File: src/rtl/pipeline_ctrl_if.sv
// Hazard/stall control bundle between the pipeline datapath and pipeline_ctrl.
// master: datapath side (drives hazard info, receives controls).
// slave:  controller side (receives hazard info, drives controls).
interface pipeline_ctrl_if;
    // Hazard information from the datapath
    logic [4:0]  id_rs;
    logic [4:0]  id_rt;
    logic [4:0]  ex_rt;
    logic        ex_mem_read;
    logic        mem_branch;
    logic        mem_zero;
    logic        mem_access;
    logic        dmem_ready;

    // Stage-register controls back to the datapath
    logic        pc_en;
    logic        if_id_en;
    logic        id_ex_en;
    logic        ex_m_en;
    logic        m_wb_en;
    logic        if_id_flush;
    logic        id_ex_flush;
    logic        ex_m_flush;
    logic        pc_src;
    logic        mem_err;
    logic [15:0] stall_cnt;

    modport master (
        output id_rs, id_rt, ex_rt, ex_mem_read,
        output mem_branch, mem_zero, mem_access, dmem_ready,
        input  pc_en, if_id_en, id_ex_en, ex_m_en, m_wb_en,
        input  if_id_flush, id_ex_flush, ex_m_flush,
        input  pc_src, mem_err, stall_cnt
    );

    modport slave (
        input  id_rs, id_rt, ex_rt, ex_mem_read,
        input  mem_branch, mem_zero, mem_access, dmem_ready,
        output pc_en, if_id_en, id_ex_en, ex_m_en, m_wb_en,
        output if_id_flush, id_ex_flush, ex_m_flush,
        output pc_src, mem_err, stall_cnt
    );
endinterface

File: src/rtl/pipeline_ctrl.sv
// pipeline_ctrl: five-stage pipeline hazard and stall controller.
// Resolves load-use stalls, taken-branch flushes and data-memory wait
// freezes; a data-memory access that never completes within MEM_TIMEOUT
// cycles parks the pipeline in a sticky fault state until reset.
// Stage controls are combinational from state and inputs; state and
// counters are registered. MEM_TIMEOUT must be below 2**CNT_W.
// Optional feature macro: PIPE_STATS_EN adds a saturating 16-bit count of
// cycles with the PC held (stall_cnt); without it stall_cnt is tied to 0.
module pipeline_ctrl #(
    parameter int unsigned MEM_TIMEOUT = 64,
    parameter int unsigned CNT_W       = 8
) (
    input  logic           clk,
    input  logic           reset,
    pipeline_ctrl_if.slave bus
);

    localparam int unsigned STALL_W = 16;

    // Wait count at which one more unserved cycle means the timeout is hit
    localparam logic [CNT_W-1:0] LAST_WAIT = CNT_W'(MEM_TIMEOUT - 1);

    typedef enum logic [1:0] {
        ST_RUN  = 2'd0,
        ST_WAIT = 2'd1,
        ST_HALT = 2'd2
    } state_e;

    state_e           state_q;
    state_e           state_d;
    logic [CNT_W-1:0] wait_cnt_q;
    logic [CNT_W-1:0] wait_cnt_d;

    logic load_use_c;
    logic branch_c;
    logic freeze_c;

    logic pc_en_c;
    logic if_id_en_c;
    logic id_ex_en_c;
    logic ex_m_en_c;
    logic m_wb_en_c;
    logic if_id_flush_c;
    logic id_ex_flush_c;
    logic ex_m_flush_c;
    logic pc_src_c;
    logic mem_err_c;

    // Hazard detection: load in EX feeding a non-zero source of the ID instruction
    always_comb begin
        load_use_c = bus.ex_mem_read
                   && (bus.ex_rt != 5'd0)
                   && ((bus.ex_rt == bus.id_rs) || (bus.ex_rt == bus.id_rt));
        branch_c   = bus.mem_branch && bus.mem_zero;
        freeze_c   = bus.mem_access && !bus.dmem_ready;
    end

    // State and wait-counter register
    always_ff @(posedge clk) begin
        if (reset) begin
            state_q    <= ST_RUN;
            wait_cnt_q <= '0;
        end else begin
            state_q    <= state_d;
            wait_cnt_q <= wait_cnt_d;
        end
    end

    // Next-state and stage-control decode; freeze beats branch beats load-use
    always_comb begin
        state_d       = state_q;
        wait_cnt_d    = wait_cnt_q;
        pc_en_c       = 1'b1;
        if_id_en_c    = 1'b1;
        id_ex_en_c    = 1'b1;
        ex_m_en_c     = 1'b1;
        m_wb_en_c     = 1'b1;
        if_id_flush_c = 1'b0;
        id_ex_flush_c = 1'b0;
        ex_m_flush_c  = 1'b0;
        pc_src_c      = 1'b0;
        mem_err_c     = 1'b0;

        unique case (state_q)
            ST_RUN, ST_WAIT: begin
                if (freeze_c) begin
                    // Data memory busy: hold every stage, keep counting
                    pc_en_c    = 1'b0;
                    if_id_en_c = 1'b0;
                    id_ex_en_c = 1'b0;
                    ex_m_en_c  = 1'b0;
                    m_wb_en_c  = 1'b0;
                    wait_cnt_d = wait_cnt_q + CNT_W'(1);
                    if (wait_cnt_q >= LAST_WAIT) begin
                        state_d = ST_HALT;
                    end else begin
                        state_d = ST_WAIT;
                    end
                end else begin
                    state_d    = ST_RUN;
                    wait_cnt_d = '0;
                    if (branch_c) begin
                        // Taken branch squashes the three younger instructions
                        pc_src_c      = 1'b1;
                        if_id_flush_c = 1'b1;
                        id_ex_flush_c = 1'b1;
                        ex_m_flush_c  = 1'b1;
                    end else if (load_use_c) begin
                        // Hold PC and IF/ID one cycle, inject a bubble into EX
                        pc_en_c       = 1'b0;
                        if_id_en_c    = 1'b0;
                        id_ex_flush_c = 1'b1;
                    end
                end
            end
            ST_HALT: begin
                // Memory fault: pipeline parked until reset
                pc_en_c    = 1'b0;
                if_id_en_c = 1'b0;
                id_ex_en_c = 1'b0;
                ex_m_en_c  = 1'b0;
                m_wb_en_c  = 1'b0;
                mem_err_c  = 1'b1;
            end
            default: begin
                state_d    = ST_RUN;
                wait_cnt_d = '0;
            end
        endcase

        // During reset every stage register loads a bubble
        if (reset) begin
            pc_en_c       = 1'b1;
            if_id_en_c    = 1'b1;
            id_ex_en_c    = 1'b1;
            ex_m_en_c     = 1'b1;
            m_wb_en_c     = 1'b1;
            if_id_flush_c = 1'b1;
            id_ex_flush_c = 1'b1;
            ex_m_flush_c  = 1'b1;
            pc_src_c      = 1'b0;
            mem_err_c     = 1'b0;
        end
    end

    // Drive the control bundle
    assign bus.pc_en       = pc_en_c;
    assign bus.if_id_en    = if_id_en_c;
    assign bus.id_ex_en    = id_ex_en_c;
    assign bus.ex_m_en     = ex_m_en_c;
    assign bus.m_wb_en     = m_wb_en_c;
    assign bus.if_id_flush = if_id_flush_c;
    assign bus.id_ex_flush = id_ex_flush_c;
    assign bus.ex_m_flush  = ex_m_flush_c;
    assign bus.pc_src      = pc_src_c;
    assign bus.mem_err     = mem_err_c;

`ifdef PIPE_STATS_EN
    logic [STALL_W-1:0] stall_cnt_q;
    logic [STALL_W-1:0] stall_cnt_d;

    // Next stall count: bump on every cycle the PC is held, saturate at max
    always_comb begin
        stall_cnt_d = stall_cnt_q;
        if (!pc_en_c && (stall_cnt_q != {STALL_W{1'b1}})) begin
            stall_cnt_d = stall_cnt_q + STALL_W'(1);
        end
    end

    // Stall statistics register
    always_ff @(posedge clk) begin
        if (reset) begin
            stall_cnt_q <= '0;
        end else begin
            stall_cnt_q <= stall_cnt_d;
        end
    end

    assign bus.stall_cnt = stall_cnt_q;
`else
    assign bus.stall_cnt = STALL_W'(0);
`endif

endmodule

File: src/flat_wrapper.sv
// flat-port wrapper written by rule: the top's interface ports become plain ports
module pipeline_ctrl_flat 
#(
    parameter int unsigned MEM_TIMEOUT = 64,
    parameter int unsigned CNT_W       = 8
)
  (clk, reset, bus_id_rs, bus_id_rt, bus_ex_rt, bus_ex_mem_read, bus_mem_branch, bus_mem_zero, bus_mem_access, bus_dmem_ready, bus_pc_en, bus_if_id_en, bus_id_ex_en, bus_ex_m_en, bus_m_wb_en, bus_if_id_flush, bus_id_ex_flush, bus_ex_m_flush, bus_pc_src, bus_mem_err, bus_stall_cnt);
  pipeline_ctrl_if bus_i ();
  input  logic clk;
  input  logic reset;
  input wire logic [$bits(bus_i.id_rs)-1:0] bus_id_rs;
  input wire logic [$bits(bus_i.id_rt)-1:0] bus_id_rt;
  input wire logic [$bits(bus_i.ex_rt)-1:0] bus_ex_rt;
  input wire logic [$bits(bus_i.ex_mem_read)-1:0] bus_ex_mem_read;
  input wire logic [$bits(bus_i.mem_branch)-1:0] bus_mem_branch;
  input wire logic [$bits(bus_i.mem_zero)-1:0] bus_mem_zero;
  input wire logic [$bits(bus_i.mem_access)-1:0] bus_mem_access;
  input wire logic [$bits(bus_i.dmem_ready)-1:0] bus_dmem_ready;
  output wire logic [$bits(bus_i.pc_en)-1:0] bus_pc_en;
  output wire logic [$bits(bus_i.if_id_en)-1:0] bus_if_id_en;
  output wire logic [$bits(bus_i.id_ex_en)-1:0] bus_id_ex_en;
  output wire logic [$bits(bus_i.ex_m_en)-1:0] bus_ex_m_en;
  output wire logic [$bits(bus_i.m_wb_en)-1:0] bus_m_wb_en;
  output wire logic [$bits(bus_i.if_id_flush)-1:0] bus_if_id_flush;
  output wire logic [$bits(bus_i.id_ex_flush)-1:0] bus_id_ex_flush;
  output wire logic [$bits(bus_i.ex_m_flush)-1:0] bus_ex_m_flush;
  output wire logic [$bits(bus_i.pc_src)-1:0] bus_pc_src;
  output wire logic [$bits(bus_i.mem_err)-1:0] bus_mem_err;
  output wire logic [$bits(bus_i.stall_cnt)-1:0] bus_stall_cnt;
  assign bus_i.id_rs = bus_id_rs;
  assign bus_i.id_rt = bus_id_rt;
  assign bus_i.ex_rt = bus_ex_rt;
  assign bus_i.ex_mem_read = bus_ex_mem_read;
  assign bus_i.mem_branch = bus_mem_branch;
  assign bus_i.mem_zero = bus_mem_zero;
  assign bus_i.mem_access = bus_mem_access;
  assign bus_i.dmem_ready = bus_dmem_ready;
  assign bus_pc_en = bus_i.pc_en;
  assign bus_if_id_en = bus_i.if_id_en;
  assign bus_id_ex_en = bus_i.id_ex_en;
  assign bus_ex_m_en = bus_i.ex_m_en;
  assign bus_m_wb_en = bus_i.m_wb_en;
  assign bus_if_id_flush = bus_i.if_id_flush;
  assign bus_id_ex_flush = bus_i.id_ex_flush;
  assign bus_ex_m_flush = bus_i.ex_m_flush;
  assign bus_pc_src = bus_i.pc_src;
  assign bus_mem_err = bus_i.mem_err;
  assign bus_stall_cnt = bus_i.stall_cnt;
  pipeline_ctrl #(.MEM_TIMEOUT(MEM_TIMEOUT), .CNT_W(CNT_W)) u_core (.clk(clk), .reset(reset), .bus(bus_i));
endmodule
File: config.mk
export PLATFORM = sky130hd
export DESIGN_NAME = pipeline_ctrl_flat
export DESIGN_NICKNAME = d
export VERILOG_FILES = /design/src/rtl/pipeline_ctrl_if.sv /design/src/rtl/pipeline_ctrl.sv /design/src/flat_wrapper.sv
export SDC_FILE = /design/constraint.sdc
export NUM_CORES = 1
export LEC_CHECK = 0
export BUFFER_PORTS_ARGS = -buffer_cell sky130_fd_sc_hd__buf_2
export CAP_MARGIN = 30
export CORE_ASPECT_RATIO = 0.8
export CORE_MARGIN = 3
export CORE_UTILIZATION = 35
export CTS_CLUSTER_SIZE = 40
export DETAILED_ROUTE_END_ITERATION = 10
export GPL_TIMING_DRIVEN = 0
export PLACE_DENSITY = 0.67
export SLEW_MARGIN = 20
export SYNTH_ARGS = -nofsm -noshare
export SYNTH_HDL_FRONTEND = slang
export SYNTH_SLANG_ARGS = --single-unit
export TNS_END_PERCENT = 50
File: constraint.sdc
create_clock -name clk -period 1.7 [get_ports clk]
set_input_delay 0.17 -clock clk [delete_from_list [all_inputs] [get_ports clk]]
set_output_delay 0.17 -clock clk [all_outputs]
set_load 0.01 [all_outputs]
Word level (Yosys, flattened, before mapping)

Cells that the tools add are included.

Bits in registers: 10
Bits in latches: 0
Memory bits (writable): 0
Memory bits (read-only): 0
Output and inout port bits: 26
Logic and storage cells: 42
Memories: 0

Add/subtract/negate cells: 1
Multiply operators: 0
Div/mod/pow operators: 0
Order comparisons: 1
Equal/unequal tests: 4
Shift operators: 0
Multiplexer cells: 25
Bitwise logic cells: 0
Reductions and logical operators: 9

Operators by type and width:

| operator                                                               | count |
|---|---|
| 1-bit 2-to-1 mux                                                       | 18 |
| 8-bit one-hot mux with 2 select lines                                  | 1 |
| 5-bit equality test                                                    | 2 |
| 8-bit by 1-bit adder with 8-bit output (second input constant)         | 1 |
| 8-bit by 6-bit >= comparator with 1-bit output (second input constant) | 1 |
| 8-bit 2-to-1 mux                                                       | 1 |
| 5-bit nonzero test                                                     | 1 |
| 1-bit logical AND                                                      | 4 |
| 2-bit 2-to-1 mux                                                       | 2 |
| 1-bit one-hot mux with 2 select lines                                  | 2 |
| 2-bit one-hot mux with 2 select lines                                  | 1 |
| 2-bit by 1-bit equality test with 1-bit output (second input constant) | 1 |
| 2-bit equality test (second input constant)                            | 1 |
| 2-bit logical NOT                                                      | 1 |
| 2-bit OR reduction                                                     | 1 |
| 1-bit logical NOT                                                      | 1 |
| 1-bit logical OR                                                       | 1 |

Longest topological paths before layout

Depth after elaboration: 8
Mapped depth: 5

Worst setup path before layout

OpenSTA, ideal clock, no wires.

Kind: input -> output
Start point: input port bus_ex_rt[0]
End point: output port bus_pc_en
Arrival: 1.257 ns
Required time: 1.530 ns
Slack: 0.273 ns
Cell stages on the path: 5
Cells stage by stage: or4_1 > o21ai_1 > a311o_1 > o21a_1 > buf_4

Word-level cells in the longest chain between the ends: 8
Elaborated cells between the ends (all ways): 11

RTL lines:

| element                                                          | line                                     | source |
|---|---|---|
| start: declaration                                               | flat_wrapper.sv:13                       | `input wire logic [$bits(bus_i.ex_rt)-1:0] bus_ex_rt;` |
| 5-bit equality test / 5-bit nonzero test (equally long branches) | pipeline_ctrl.sv:53, pipeline_ctrl.sv:52 |  |
| 1-bit logical OR / 1-bit logical AND (equally long branches)     | pipeline_ctrl.sv:53, pipeline_ctrl.sv:52 |  |
| 1-bit logical AND (*)                                            | pipeline_ctrl.sv:53                      | `&& ((bus.ex_rt == bus.id_rs) \|\| (bus.ex_rt == bus.id_rt));` |
| 1-bit 2-to-1 mux (*) (3 in series)                               | n/a                                      |  |
| 1-bit one-hot mux with 2 select lines (*)                        | n/a                                      |  |
| 1-bit 2-to-1 mux (*)                                             | n/a                                      |  |
| end: declaration                                                 | flat_wrapper.sv:19                       | `output wire logic [$bits(bus_i.pc_en)-1:0] bus_pc_en;` |

Mark *: on every way between the ends. The rest lies on a longest branch, timed or not.

Worst setup path in the final report

Start point: register u_core.state_q[1]
End point: output port bus_if_id_en

Word-level cells in the longest chain between the ends: 4
Elaborated cells between the ends (all ways): 6

RTL lines:

| element                                                                                    | line                 | source |
|---|---|---|
| start: declaration                                                                         | pipeline_ctrl.sv:29  | `state_e state_q;` |
| start signal: assignment                                                                   | pipeline_ctrl.sv:64  | `state_q <= state_d;` |
| 2-bit by 1-bit equality test with 1-bit output / 2-bit logical NOT (equally long branches) | pipeline_ctrl.sv:84  | `unique case (state_q)` |
| 2-bit OR reduction                                                                         | pipeline_ctrl.sv:84  |  |
| 1-bit one-hot mux with 2 select lines (*)                                                  | pipeline_ctrl.sv:84  |  |
| 1-bit 2-to-1 mux (*)                                                                       | pipeline_ctrl.sv:132 | `if (reset) begin` |
| end: declaration                                                                           | flat_wrapper.sv:20   | `output wire logic [$bits(bus_i.if_id_en)-1:0] bus_if_id_en;` |

Marks and branches as above.

==> flow_summary.ini <==
[sta]
fin_setup_tns_ns = 0
final_hold_viol_count = 0
skew_ns = 0.00530
layout_setup_ws_ns = 0.0616
rsz0062_at_grt = false
fin_crit_sh_pct = 96.4
setup_viol = 0
report.final.slew_viol_count = 0
min_period_ns = 1.64
fmax_mhz = 610

[clocking]
ctsRootBufferMaster = clkbuf_4
insertion_delay_ns = 0.26
cts_sinks = 10
cts_buffers = 3
cts_buffer_depth = 2
cts.clk_slew.worst_paths_ns = 0.06
htree_levels = 1
cts_tree = done
postCtsHoldBufs = 0

[global_route]
grt_pass1_vias = 688
grt_max_degree = 8
grt_pass1_wl_mm = 2.95
grt.overflow.total = 0
antenna_found_initial = 0
gr-usage-all-layers_pct = 13.1

[layout]
drive_above_1_share_pct = 42.9
n_fill_cell = 201
syn2layout_area_growth_pct = 35.7
fin_util_pct = 53.5
antenna_cells = 0
nets = 172

[setup_path]
critPathLaunch = u_core.state_q[1]
path_max_fanout = 4
critPathLaunchType = flip-flop
cp.arrival_ns = 1.47
cp.buffers_inverters = 1
cp-end-kind = output port
max_stage_delay_ns = 0.35
crit_required_ns = 1.53
crit_chain = a21o_4 > a311o_1 > o21a_1 > buf_2
r2r_start = u_core.state_q[1]
path_delay_family = compound AO/OA/AOI/OAI gates
path_class = flip-flop to output port
critPathSlowestCell = dfxtp_4

[place]
hpwl_mm = 1.50
post-place-ws_ns = 0.0490
place_congestion = 0.781
port_buffers = 31

[yosys]
synth.most_common_cell = buf_4
syn_inst = 98
synthFlopType = dfxtp_1
syn_area_per_cell_um2 = 8.11
ys_types = 33
yosys-top-cells-area = dfxtp_1, buf_4, xor2_1, o21ai_1, nand2_1
yosysSeqAreaShare_pct = 25.2
async_flop_share_pct = 0
ys_warn_count = 0
yosys.area.top_type = dfxtp_1
syn-cell-area_um2 = 795
synth_top_area_share_pct = 25.2
netlist_top_cells_count = buf_4, o21ai_1, xor2_1
synth-seq-cells = 10
synth_edf_count = 0

[run_status]
status = complete, no violations

[power_and_ir_drop]
powerDensity_nw_per_um2 = 507
cellLeakagePower_nw = 0.546
vdd_ir_drop_max_v = 0.000446

[routing]
drc = 0
viasPerCell = 4.56
antenna_left = 0
drt_wl_total_mm = 1.74
dr.pass1.iters = 4
vias = 780
wl_per_cell_um = 10.2
first_iter_violations = 13

[floorplanning]
coreArea_um2 = 2010
start_util_pct = 39.4
io_pins = 48
chipWidth_um = 59.3
rows = 14
die_y_um = 48.6
die_area_um2 = 2880

[worst_hold_path]
worstHoldStart = reset
min_path_type = input port to flip-flop

[run]
drv_cap = 0
[metal layers]
metal / up-vias / global-route usage, % / routed length (µm)
li1: 408 / - / -
met1: 347 / 15.7 / 756
met2: 25 / 21.3 / 844
met3: 0 / 5.32 / 136
met4: 0 / 3.40 / 0
met5: - / 0 / 0
[state kept, by name (all words and copies together) (netlist names)]
name               flops
u_core.wait_cnt_q      8
u_core.state_q         2
[worst reg2reg max path: cells and delay by family, from the launching register on]
| family | cells | cell delay (ns) |
|---|---|---|
| and+or+nand+nor | 1 | 0.58 |
| DFF | 1 | 0.35 |
| AOI/OAI and AO/OA | 3 | 0.31 |
| buffers and inverters | 1 | 0.14 |
[what timing repair did]
| item | CTS | global route |
|---|---|---|
| resized for setup | 6 | 0 |
| setup buffers | 1 | 0 |
| endpoints found under the setup margin | 2 | 0 |
[through the flow]
| step | power (mW) | hold slack (ns) | instances | instance area, µm² |
|---|---|---|---|---|
| global placement | 0.392 | 0.432 | 168 | 1040 |
| detailed placement | 0.394 | 0.437 | 168 | 1040 |
| floorplan | 0.342 | 0.239 | 113 | 851 |
| CTS | 0.559 | 0.153 | 171 | 1080 |
| finish | 0.547 | 0.170 | 171 | 1080 |
| global route | 0.593 | 0.169 | 171 | 1080 |
[layout make-up]
cell class,count,area [µm²],share of cell area [%]
Tap cell,24,30.0,2.78
Clock buffer,3,22.5,2.09
Buffer,19,143,13.2
Timing Repair Buffer,32,169,15.7
Multi-Input combinational cell,81,502,46.5
Inverter,2,7.51,0.696
Sequential cell,10,205,19.0
[layout by cell type (no fill, tap or decap), drive strengths merged, types with 3 or more instances in the layout]
master | netlist | layout
buf | 20 | 51
and3 | 3 | 3
xor2 | 11 | 11
nor2 | 4 | 4
nor3 | 4 | 4
nand2 | 7 | 7
conb | 1 | 16
o21ai | 11 | 11
a31oi | 3 | 3
clkbuf | 0 | 3
dfxtp | 10 | 10
[cells by family after synthesis]
family / count (synthesis) / share of synthesized area (%)
AO/OA/AOI/OAI: 22 / 17.0
XOR/XNOR: 11 / 12.1
adder cells (fa/ha/maj): 1 / 1.57
buffers and inverters: 22 / 19.8
flip-flops: 10 / 25.2
other: 1 / 0.472
AND/OR/NAND/NOR: 31 / 23.8
[power breakdown]
part	internal [mW]	leakage [nW]	switching [mW]
clock network	0.0815	0.0138	0.0746
logic	0.0803	0.450	0.0731
registers	0.235	0.0820	0.00210
[final timing paths]
check,end,slack [ns],cells past startpoint
min reg2reg,u_core.wait_cnt_q[5],0.47,1
max,bus_if_id_en,0.06,4
min,u_core.wait_cnt_q[0],0.17,2
max reg2reg,u_core.wait_cnt_q[5],0.24,5
No activity file was read; power rests on OpenSTA's default activity.
